--- src/rtl/reg_32_pkg.sv ---
// Shared sizing constants and word type for the 16 x 32 register file.
package reg_32_pkg;
    localparam int DATA_W = 32;
    localparam int ADDR_W = 4;
    localparam int DEPTH  = 2 ** ADDR_W;

    typedef logic [DATA_W-1:0] word_t;
endpackage

--- src/rtl/reg_32_word.sv ---
// One storage word of the register file: async active-low clear, loads when enabled.
module reg_32_word
    import reg_32_pkg::*;
(
    input  logic  clk,
    input  logic  rst,
    input  logic  en,
    input  word_t d,
    output word_t q
);

    always_ff @(posedge clk or negedge rst) begin
        if (!rst) begin
            q <= '0;
        end else if (en) begin
            q <= d;
        end
    end

endmodule

--- src/rtl/reg_32_file.sv ---
// 16 x 32 register file: one write port and one registered read port sharing one address.
module reg_32_file
    import reg_32_pkg::*;
(
    input  logic              clk,
    input  logic              rst,
    input  logic              read_en,
    input  logic              write_en,
    input  logic [ADDR_W-1:0] addr,
    input  word_t             write_data,
    output word_t             read_data
);

    word_t            words [DEPTH];
    logic [DEPTH-1:0] word_en;
    word_t            read_next;

    // An unknown address compares as unknown, so no word is enabled and nothing is corrupted.
    for (genvar g = 0; g < DEPTH; g++) begin : g_word
        assign word_en[g] = write_en && (addr == ADDR_W'(g));

        reg_32_word u_word (
            .clk (clk),
            .rst (rst),
            .en  (word_en[g]),
            .d   (write_data),
            .q   (words[g])
        );
    end

    // Default to the current output so an unmatched address leaves read_data untouched.
    always_comb begin
        read_next = read_data;
        for (int i = 0; i < DEPTH; i++) begin
            if (addr == ADDR_W'(i)) begin
                read_next = words[i];
            end
        end
    end

    // Samples the old word contents, giving read-before-write on a shared address.
    always_ff @(posedge clk or negedge rst) begin
        if (!rst) begin
            read_data <= '0;
        end else if (read_en) begin
            read_data <= read_next;
        end
    end

    addr_known_when_enabled : assert property (
        @(posedge clk) disable iff (!rst)
        (read_en || write_en) |-> !$isunknown(addr)
    );

endmodule

--- config.mk ---
export PLATFORM = sky130hd
export DESIGN_NAME = reg_32_file
export DESIGN_NICKNAME = d
export VERILOG_FILES = /design/src/rtl/reg_32_pkg.sv /design/src/rtl/reg_32_word.sv /design/src/rtl/reg_32_file.sv
export SDC_FILE = /design/constraint.sdc
export NUM_CORES = 1
export LEC_CHECK = 0
export ABC_AREA = 1
export BUFFER_PORTS_ARGS = -buffer_cell sky130_fd_sc_hd__buf_2
export CAP_MARGIN = 15
export CORE_MARGIN = 8
export CORE_UTILIZATION = 30
export CTS_CLUSTER_DIAMETER = 80
export DETAILED_ROUTE_END_ITERATION = 8
export GPL_ROUTABILITY_DRIVEN = 0
export GPL_TIMING_DRIVEN = 0
export HOLD_SLACK_MARGIN = 0.15
export PLACE_DENSITY = 0.43
export SYNTH_ARGS = -nofsm -noshare
export SYNTH_HDL_FRONTEND = slang
export SYNTH_SLANG_ARGS = --single-unit
--- constraint.sdc ---
create_clock -name clk -period 2.2 [get_ports clk]
set_input_delay 0.11 -clock clk [delete_from_list [all_inputs] [get_ports clk]]
set_output_delay 0.11 -clock clk [all_outputs]
set_load 0.02 [all_outputs]
==> results.json <==
{
  "slew_viol_final": 0,
  "drc": 0,
  "violations": "negative setup slack",
  "timing.final.ws_setup_ns": -0.0412,
  "synthMuxAreaShare": 0,
  "grt_overflow": 0,
  "wl_per_cell_um": 22.2,
  "clock_skew_ns": 0.0212,
  "setup.worst_path.end": "read_data[27]$_DFFE_PN0P_",
  "htree_num_levels": 3,
  "setup_viol": 3,
  "postSynthAreaPerCell_um2": 7.86,
  "p_per_area_mw_per_mm2": 964,
  "hp-class": "input pin to flop",
  "cp-end-kind": "flop",
  "p_total_uw": 30100,
  "pin_count": 72,
  "status": "finished with violations",
  "place_ws_ns": -1.27,
  "cts_sinks": 544,
  "slew_headroom": 0.159,
  "yosysTopAreaCellShare": 0.547,
  "root_buffer": "clkbuf_16",
  "yosys.cell_types.count": 20,
  "antenna_found_initial": 3,
  "rr_startpoint": "g_word[0].u_word.q[27]$_DFFE_PN0P_",
  "insertion_delay_ns": 0.60,
  "ant_nets": 0,
  "synthCells": 3165,
  "syn_nets": 3205,
  "ys.flop_type": "dfrtp_1",
  "yosys.area_share.xor_xnor": 0,
  "synth_seq_area_share": 0.547,
  "avgViaCountPerCell": 5.03,
  "fin_crit_sh": 1.02,
  "path_max_fanout": 2,
  "worstPathArrival_ns": 2.73,
  "rows": 105,
  "synthSimpleGateAreaFrac": 0.240,
  "ys_async_sr_fraction": 1.00,
  "start_kind": "flop",
  "hpwl_um": 69400,
  "tns_ns": -0.0481,
  "via_count": 22507,
  "nNetsFinal": 3398,
  "cellLeakagePower_uw": 0.0150,
  "synth-compound-area-share": 0.150,
  "cap_violations": 0,
  "cts_buffers": 68,
  "fill_cells": 8500,
  "cts_tree": "built",
  "initial_core_util": 0.303,
  "hold_viol": 0,
  "synth_common_cells": "1102 x nand2_1, 622 x o21ai_0, 544 x dfrtp_1",
  "die_h_um": 304,
  "fmax_mhz": 446,
  "reg2reg_depth": 14,
  "area_growth_pct": 25.7,
  "synth_top_family_by_area": "simple AND/OR/NAND/NOR gates",
  "synth_adder_area_share": 0,
  "cp-startpoint": "g_word[0].u_word.q[27]$_DFFE_PN0P_",
  "ys_top_cells_by_area": "dfrtp_1 55%, nand2_1 17%, o21ai_0 13%",
  "first_iter_violations": 2318,
  "yosysTopAreaCell": "dfrtp_1",
  "irDropWorstVdd_v": 0.000541,
  "grt_first_pass_wirelength_um": 147000,
  "min_period_ns": 2.24,
  "grt_pass1_vias": 21488,
  "finalWirelength_um": 99200,
  "grt_usage": 0.209,
  "clk_path_buf_depth": 3,
  "critPathRequiredTime_ns": 2.69,
  "fp.dieW_um": 304,
  "die_area_mm2": 0.0924,
  "grt_max_degree": 113,
  "synth-edff-count": 0,
  "ys_seq_elements": 544,
  "core_mm2": 0.0821,
  "syn_area_mm2": 0.0249,
  "r2r_slack_ns": -0.04,
  "ys_warn_count": 0,
  "path_clk_slew_ns": 0.06,
  "fin_util": 0.381,
  "io_buffers": 70,
  "drive_gt1_frac": 0.202,
  "worst_pin_slew_ns": 1.26,
  "whs_ns": 0.224,
  "r2r_end": "read_data[27]$_DFFE_PN0P_",
  "synth.most_common_cell": "nand2_1",
  "dr.pass1.iters": 6,
  "rsz0062_at_grt": "yes",
  "path_class": "flop to flop"
}
[cell type report]
type,instances,area (µm²),share of cell area
Timing Repair Buffer,124,1000,0.0320
Tap cell,1070,1340,0.0428
Sequential cell,544,13600,0.435
Clock buffer,104,2030,0.0649
Antenna cell,2,5.00,0.000160
Buffer,225,928,0.0297
Multi-Input combinational cell,2214,11400,0.366
Inverter,181,682,0.0218
Clock inverter,14,228,0.00728
[how the worst min path moves through the flow]
stage | startpoint | end | slack, ns | cells past startpoint
after floorplan | rst | g_word[0].u_word.q[0]$_DFFE_PN0P_ | -0.19 | 0
after detailed placement | rst | g_word[5].u_word.q[17]$_DFFE_PN0P_ | 0.06 | 1
final | addr[3] | g_word[0].u_word.q[2]$_DFFE_PN0P_ | 0.22 | 5
after global routing | addr[3] | g_word[0].u_word.q[2]$_DFFE_PN0P_ | 0.28 | 5
after CTS | addr[3] | g_word[0].u_word.q[2]$_DFFE_PN0P_ | 0.18 | 5
after global placement | read_en | read_data[3]$_DFFE_PN0P_ | 0.45 | 3
[power breakdown]
part	internal (µW)	switching, µW
Sequential	12000	1060
Combinational	1890	3710
Clock	6940	4490
[per-layer routing]
metal | track usage | vias to the layer above | wire [µm]
li1 | - | 10527 | -
met1 | 0.300 | 11160 | 46300
met2 | 0.322 | 684 | 44000
met3 | 0.0299 | 134 | 5740
met4 | 0.0710 | 2 | 3190
met5 | 0 | - | 13
[flip-flops by register name, summed over array words and instances, names as in the netlist]
name and cells:
g_word.u_word.q 512, read_data 32
[placed cells by master, fill, tap and decap left out, types with 78 or more instances in the layout]
master / n
inv_1: 170
a21oi_1: 101
o21ai_0: 606
dfrtp_1: 544
nand3_2: 115
nand2_2: 197
buf_2: 78
clkbuf_1: 204
nand2_1: 882
nor2_1: 100
[critical path: stages (launching register included)]
cell and delay (ns):
dfrtp_1 0.41, o21ai_2 0.18, o21ai_2 0.11, nand3_2 0.13
nand3_2 0.12, nand2_1 0.10, nand2_1 0.08, nand2_2 0.10
nand2_1 0.13, nand3_2 0.11, nand3_1 0.13, nand2_1 0.14
nand2_1 0.11, a21oi_2 0.21, o21ai_1 0.07
[cells by family (layout without fill, tap and decap cells)]
family	after synthesis	in the layout
compound gates	744	744
simple gates	1470	1470
buf+inv	407	648
flops	544	544
other cells	0	2
[metrics by stage]
| stage | cell area [µm²] | std cells |
|---|---|---|
| after floorplan | 24900 | 3165 |
| after global placement | 26600 | 4305 |
| after detailed placement | 26700 | 4312 |
| after CTS | 30400 | 4471 |
| after global routing | 31300 | 4476 |
| final | 31300 | 4478 |
[repair_timing]
action                                  in CTS  in global routing
hold endpoints to repair                   555                  0
setup buffers                                5                  5
gates resized for setup                    277                265
hold buffers                                36                  0
endpoints found under the setup margin      62                 40
pin swaps                                  104                192
cloned                                       0                  0
(Power assumes the default switching activity.)
